--- config.mk ---
export PLATFORM = sky130hd
export DESIGN_NAME = vx_amo_arb
export DESIGN_NICKNAME = d
export VERILOG_FILES = /design/src/rtl/vx_amo_arb.sv
export SDC_FILE = /design/constraint.sdc
export NUM_CORES = 1
export LEC_CHECK = 0
export BUFFER_PORTS_ARGS = -buffer_cell sky130_fd_sc_hd__buf_2
export CORE_AREA = 3 3 301 303
export CTS_BUF_LIST = sky130_fd_sc_hd__clkbuf_2
export DETAILED_ROUTE_END_ITERATION = 8
export DIE_AREA = 0 0 304 306
export GPL_ROUTABILITY_DRIVEN = 0
export PLACE_DENSITY = 0.3
export SYNTH_ARGS = -nofsm -noshare
export SYNTH_HDL_FRONTEND = slang
export SYNTH_SLANG_ARGS = --single-unit
--- constraint.sdc ---
create_clock -name clk -period 2.9 [get_ports clk]
set_input_delay 0.435 -clock clk [delete_from_list [all_inputs] [get_ports clk]]
set_output_delay 0.435 -clock clk [all_outputs]
set_load 0.005 [all_outputs]
--- src/rtl/vx_amo_arb.sv ---
// Round-robin front end for a shared AMO unit port. Outstanding requests are
// counted; an AMO waits for the count to drain, then blocks all grants until its response returns.
module vx_amo_arb #(
    parameter int NUM_REQS      = 4,
    parameter int REQ_SEL_WIDTH = $clog2(NUM_REQS),
    parameter int PAYLOAD_WIDTH = 128,
    parameter int RSP_WIDTH     = 48,
    parameter int MAX_PENDING   = 8
) (
    input  logic                              clk,
    input  logic                              reset,
    input  logic [NUM_REQS-1:0]               in_req_valid,
    input  logic [NUM_REQS-1:0]               in_req_amo,
    input  logic [NUM_REQS*PAYLOAD_WIDTH-1:0] in_req_payload,
    output logic [NUM_REQS-1:0]               in_req_ready,
    output logic                              out_req_valid,
    output logic [PAYLOAD_WIDTH-1:0]          out_req_payload,
    output logic [REQ_SEL_WIDTH-1:0]          out_req_idx,
    input  logic                              out_req_ready,
    input  logic                              out_rsp_valid,
    input  logic [RSP_WIDTH-1:0]              out_rsp_payload,
    input  logic [REQ_SEL_WIDTH-1:0]          out_rsp_idx,
    output logic                              out_rsp_ready,
    output logic [NUM_REQS-1:0]               in_rsp_valid,
    output logic [RSP_WIDTH-1:0]              in_rsp_payload,
    input  logic [NUM_REQS-1:0]               in_rsp_ready,
    output logic                              busy
);

    localparam int PEND_W = $clog2(MAX_PENDING + 1);
    localparam logic [PEND_W-1:0] PEND_MAX = PEND_W'(MAX_PENDING);

    typedef enum logic [1:0] {
        ST_ARB      = 2'd0,
        ST_DRAIN    = 2'd1,
        ST_AMO_WAIT = 2'd2
    } state_t;

    state_t                   state_q, state_d;
    logic [REQ_SEL_WIDTH-1:0] rr_ptr_q, rr_ptr_d;
    logic [REQ_SEL_WIDTH-1:0] lock_idx_q, lock_idx_d;
    logic [PEND_W-1:0]        pending_q, pending_d;

    logic                     win_found;
    logic [REQ_SEL_WIDTH-1:0] win_idx;
    logic [REQ_SEL_WIDTH-1:0] sel_idx;
    logic                     issue;
    logic                     accept;
    logic                     rsp_fire;

    logic [PAYLOAD_WIDTH-1:0] req_payload [NUM_REQS];

    // Index arithmetic modulo NUM_REQS; base and offset are both below NUM_REQS.
    function automatic logic [REQ_SEL_WIDTH-1:0] wrap_add(
        input logic [REQ_SEL_WIDTH-1:0] base,
        input int                       off
    );
        int s;
        s = int'(base) + off;
        if (s >= NUM_REQS) begin
            s = s - NUM_REQS;
        end
        return REQ_SEL_WIDTH'(s);
    endfunction

    generate
        for (genvar gi = 0; gi < NUM_REQS; gi++) begin : g_req
            assign req_payload[gi]  = in_req_payload[gi*PAYLOAD_WIDTH +: PAYLOAD_WIDTH];
            assign in_req_ready[gi] = accept && (sel_idx == REQ_SEL_WIDTH'(gi));
            assign in_rsp_valid[gi] = out_rsp_valid && (out_rsp_idx == REQ_SEL_WIDTH'(gi));
        end
    endgenerate

    always_comb begin
        win_found = 1'b0;
        win_idx   = rr_ptr_q;
        for (int k = 0; k < NUM_REQS; k++) begin
            if (!win_found && in_req_valid[wrap_add(rr_ptr_q, k)]) begin
                win_found = 1'b1;
                win_idx   = wrap_add(rr_ptr_q, k);
            end
        end
    end

    // While draining, the locked AMO owns the port regardless of the pointer.
    assign sel_idx = (state_q == ST_DRAIN) ? lock_idx_q : win_idx;

    always_comb begin
        issue = 1'b0;
        case (state_q)
            ST_ARB: begin
                if (win_found) begin
                    if (!in_req_amo[win_idx]) begin
                        issue = (pending_q < PEND_MAX);
                    end else begin
                        issue = (pending_q == '0);
                    end
                end
            end
            ST_DRAIN: begin
                issue = in_req_valid[lock_idx_q] && (pending_q == '0);
            end
            default: issue = 1'b0;
        endcase
    end

    assign accept   = issue && out_req_ready;
    assign rsp_fire = out_rsp_valid && out_rsp_ready;

    always_comb begin
        pending_d = pending_q;
        if (accept && !rsp_fire) begin
            pending_d = pending_q + 1'b1;
        end else if (!accept && rsp_fire && (pending_q != '0)) begin
            pending_d = pending_q - 1'b1;
        end
    end

    always_comb begin
        state_d    = state_q;
        rr_ptr_d   = rr_ptr_q;
        lock_idx_d = lock_idx_q;
        if (accept) begin
            rr_ptr_d = wrap_add(sel_idx, 1);
        end
        case (state_q)
            ST_ARB: begin
                if (win_found && in_req_amo[win_idx]) begin
                    if (pending_q != '0) begin
                        state_d    = ST_DRAIN;
                        lock_idx_d = win_idx;
                    end else if (out_req_ready) begin
                        state_d    = ST_AMO_WAIT;
                        lock_idx_d = win_idx;
                    end
                end
            end
            ST_DRAIN: begin
                if (!in_req_valid[lock_idx_q]) begin
                    state_d = ST_ARB;
                end else if (accept) begin
                    state_d = ST_AMO_WAIT;
                end
            end
            ST_AMO_WAIT: begin
                if (rsp_fire && (out_rsp_idx == lock_idx_q) && (pending_d == '0)) begin
                    state_d = ST_ARB;
                end
            end
            default: state_d = ST_ARB;
        endcase
    end

    always_ff @(posedge clk) begin
        if (reset) begin
            state_q    <= ST_ARB;
            rr_ptr_q   <= '0;
            lock_idx_q <= '0;
            pending_q  <= '0;
        end else begin
            state_q    <= state_d;
            rr_ptr_q   <= rr_ptr_d;
            lock_idx_q <= lock_idx_d;
            pending_q  <= pending_d;
        end
    end

    always_comb begin
        out_rsp_ready = 1'b0;
        for (int k = 0; k < NUM_REQS; k++) begin
            if (out_rsp_idx == REQ_SEL_WIDTH'(k)) begin
                out_rsp_ready = in_rsp_ready[k];
            end
        end
    end

    assign out_req_valid   = issue;
    assign out_req_payload = issue ? req_payload[sel_idx] : '0;
    assign out_req_idx     = issue ? sel_idx : '0;
    assign in_rsp_payload  = out_rsp_payload;
    assign busy            = (pending_q != '0) || (state_q != ST_ARB);

endmodule

==> results by group <==
Critical path
  • Critical path endpoint category: output port
  • Critical path startpoint category: flop
  • Crit Path Category: flop to output port
  • Crit path launch: rr_ptr_q[1]
  • Worst reg2reg path endpoint: pending_q[2]
  • WP data required: 2.47 ns
  • Worst R2R Path Depth: 13
  • Reg2Reg Setup Slack: roughly 0.19 ns
  • Maximum fanout along the worst path: 14
  • Slowest cell delay on critical path: 0.53 ns
  • Cell Chain, Critical Path: nand3b_1, o31ai_4, o31ai_4, mux2_8, buf_12, buf_12, mux4_2, and3_4, buf_6
  • Critical Path AT: 2.61 ns
  • Slowest-stage cell, CP: mux4_2
  • Worst R2R Start: rr_ptr_q[1]

STA
  • Unrepaired setup endpoints after global routing: yes
  • Rel. slew slack: 0.596
  • Clock skew: 0.00233 ns
  • Period Utilization, post-route: 1.05
  • Final setup fails: 130
  • Post-route minimum period: 3.04 ns
  • Achievable frequency: 328 MHz
  • Final setup margin: -0.144 ns
  • Fin. max-slew vios: 0
  • Hold Slack: 0.493 ns
  • Slew @ Worst Pin: 0.605 ns
  • Hold Violations, Final: 0

Global routing
  • Largest net degree at the start of global routing: between 60 and 70
  • All-Layer GR Usage: 0.0919
  • Initial antenna violation count: 19
  • Overflow after GRT: 0
  • Vias in the first global route: 8,534
  • First-pass GRT wire length: between 60,000 and 70,000 um

Placement
  • Port Buffers: 670
  • Post-DP HPWL: 38,600 um
  • Placed instance area: 10,300 sq um
  • Placed cell count: 2,296

Die
  • Die W: 304 um
  • Std cell rows: ~110
  • I/O Pins: 767
  • DIE HEIGHT: around 310 um
  • Initial Util: 0.0606
  • Core box area: slightly below 90,000 sq um
  • Die area: 93,000 sq um

Synth
  • Area share of fa/ha/maj cells after synthesis: 0.0164
  • Synth area leader: mux4_2
  • Number of synthesized flops with an enable pin: 0
  • Synth async-reset ratio: 0
  • Count of cell types in the netlist: 45
  • Synth top area share: 0.548
  • Synth area leaders: mux4_2 55%, and3_1 15%, buf_4 6.9%, dfxtp_1 3.7%, clkbuf_1 2.5%
  • Number of synthesis warnings: 0
  • Top cells by count, synth: 130 x mux4_2, 129 x and3_1, 49 x buf_4
  • Post-synth net total: 1,075
  • Avg Inst Size Synth: 10.9 sq um
  • Seq/Total Area, Yosys: 0.0375
  • Synth Area in Compound Gates: 0.0461
  • FF+latch count, synth: 10
  • Xor/xnor share of the synthesized area: 0.00655
  • Largest family of logic cells by synthesized area: multiplexers
  • Post-synthesis simple-gate area fraction: 0.208
  • Post-Syn Instances: between 400 and 500
  • Synth Flop Type: dfxtp_1
  • Mapped cell area: 5350 sq um
  • Most numerous cell in the Yosys netlist: mux4_2
  • Multiplexer share of the synthesized area: 0.565

Power
  • Worst vdd ir: 0.539 mV
  • Total power: 0.0145 W
  • Leakage: 5.53 nW
  • Power per cell area: 1200 nW/um^2

Hold path
  • Worst Hold Class: primary input to flop
  • Startpoint of the worst hold path: reset
  • Hold Path Stages: 2
  • Worst hold endpoint: rr_ptr_q[1]

Run status
  • Failing checks: negative setup slack
  • Status: finished, violations left

Job
  • Max-cap viol count: 0

Detailed routing
  • DRC: 0
  • Vias per cell: approximately 3.3
  • Post-DRT Antenna Nets: 0
  • Via count: 7,774
  • Wire length per cell: approximately 20 um
  • DRT iter0 DRCs: 452
  • Wirelength, routed: about 48,000 um
  • Initial DRT Pass Iterations: 4

Layout
  • Fraction of layout cells with a size suffix above 1: 0.862
  • Final instance area: 12,000 sq um
  • Final std cells w/o fill: ~2,300
  • Final Core Density: 0.136
  • P&R area growth vs syn: 125%
  • Final nets: 1,766
  • Fillers: 10,100

Clock network
  • Sinks on Clock Net: 10
  • Clock Latency Late Sink: 0.25 ns
  • Clock-pin slew on the worst setup and hold paths: 0.11 ns
  • Cts bufs inserted: 3
  • Hold buffers post-CTS: 0
  • Clock Tree Buf Depth: 2
  • CTS root buf: clkbuf_2
  • CTS H-tree lvls: 1
  • CTS tree: built
-- cell families (layout without fill, tap and decap cells) --
family / after synthesis / in the layout
simple gates: 188 / 188
mux: 138 / 139
buf+inv: 115 / 804
compound gates: 28 / 28
flops: 10 / 10
fa+ha+maj: 7 / 7
xor+xnor: 4 / 4
other cells: 0 / 3
-- worst max-delay path: cells and delay by family (launching register included) --
family | cells | cell delay [ns]
simple gates | 2 | 0.33
compound gates | 2 | 0.34
mux | 2 | 0.85
buf+inv | 3 | 0.43
flops | 1 | 0.37
-- worst max-delay path by stage --
| stage | end | depth (start not counted) |
|---|---|---|
| after detailed placement | out_req_payload[116] | 9 |
| after floorplan | out_req_payload[0] | 8 |
| after CTS | out_req_payload[75] | 10 |
| after global routing | out_req_payload[46] | 10 |
| after global placement | out_req_payload[116] | 9 |
| final | out_req_payload[29] | 9 |
-- placed cells by master (no fill, tap or decap), types with 3 or more instances in the layout --
master / netlist / final
buf_12: 0 / 31
o31ai_4: 1 / 3
nand2_1: 11 / 10
mux2i_1: 6 / 3
dfxtp_1: 10 / 8
and3_1: 129 / 62
a21oi_1: 5 / 5
ha_1: 7 / 7
clkbuf_2: 0 / 3
and3_4: 0 / 66
clkbuf_16: 0 / 4
nor2_1: 20 / 18
buf_8: 0 / 12
mux4_2: 130 / 130
buf_4: 49 / 52
mux2i_4: 1 / 4
buf_6: 0 / 85
o21ai_0: 4 / 4
buf_2: 22 / 605
buf_16: 0 / 3
nor2b_1: 5 / 5
xnor2_1: 3 / 3
inv_1: 8 / 6
diode_2: 0 / 3
and2_1: 5 / 3
-- metrics by stage --
step | setup slack, ns | setup TNS (ns)
floorplan | 0.226 | 0
global placement | -0.234 | -12.12
detailed placement | -0.206 | -9.34
CTS | -0.278 | -27.61
global route | -0.296 | -30.02
finish | -0.144 | -10.96
-- registers in the layout, indices dropped and copies added (netlist names) --
signal / count
pending_q: 4
state_q: 2
rr_ptr_q: 2
lock_idx_q: 2
-- where the power goes --
group	switching [W]	total, W	internal (W)	leakage, nW
combinational	0.00568	0.0141	0.00843	5.43
sequential	0.0000767	0.000272	0.000195	0.0830
clock	0.0000489	0.0000789	0.0000300	0.0140
total	0.00580	0.0145	0.00865	5.53
-- what timing repair did --
action | in CTS | in global routing
resized for setup | 77 | 166
gates cloned | 7 | 5
setup endpoints to repair | 135 | 138
pin swaps | 4 | 53
buffers inserted | 23 | 18
-- final cells by class --
cell class              instances  area (sq um)  share of cell area
diodes                          3          7.51            0.000623
clock buffers                   3          15.0             0.00125
clock inverters                 1          3.75            0.000312
inverters                       8          37.5             0.00312
multi-input cells             366          4960               0.412
flip-flops and latches         10           205              0.0170
well taps                    1165          1460               0.121
repair buffers                792          5360               0.445
-- metal layers --
metal,track usage,up-vias,wire length (um)
met5,0,-,55
met4,0.0426,8,2500
met3,0.0338,92,4760
met2,0.164,543,23800
met1,0.0965,3770,16400
li1,-,3361,-
Note: power is estimated with default switching activity, not from simulation.
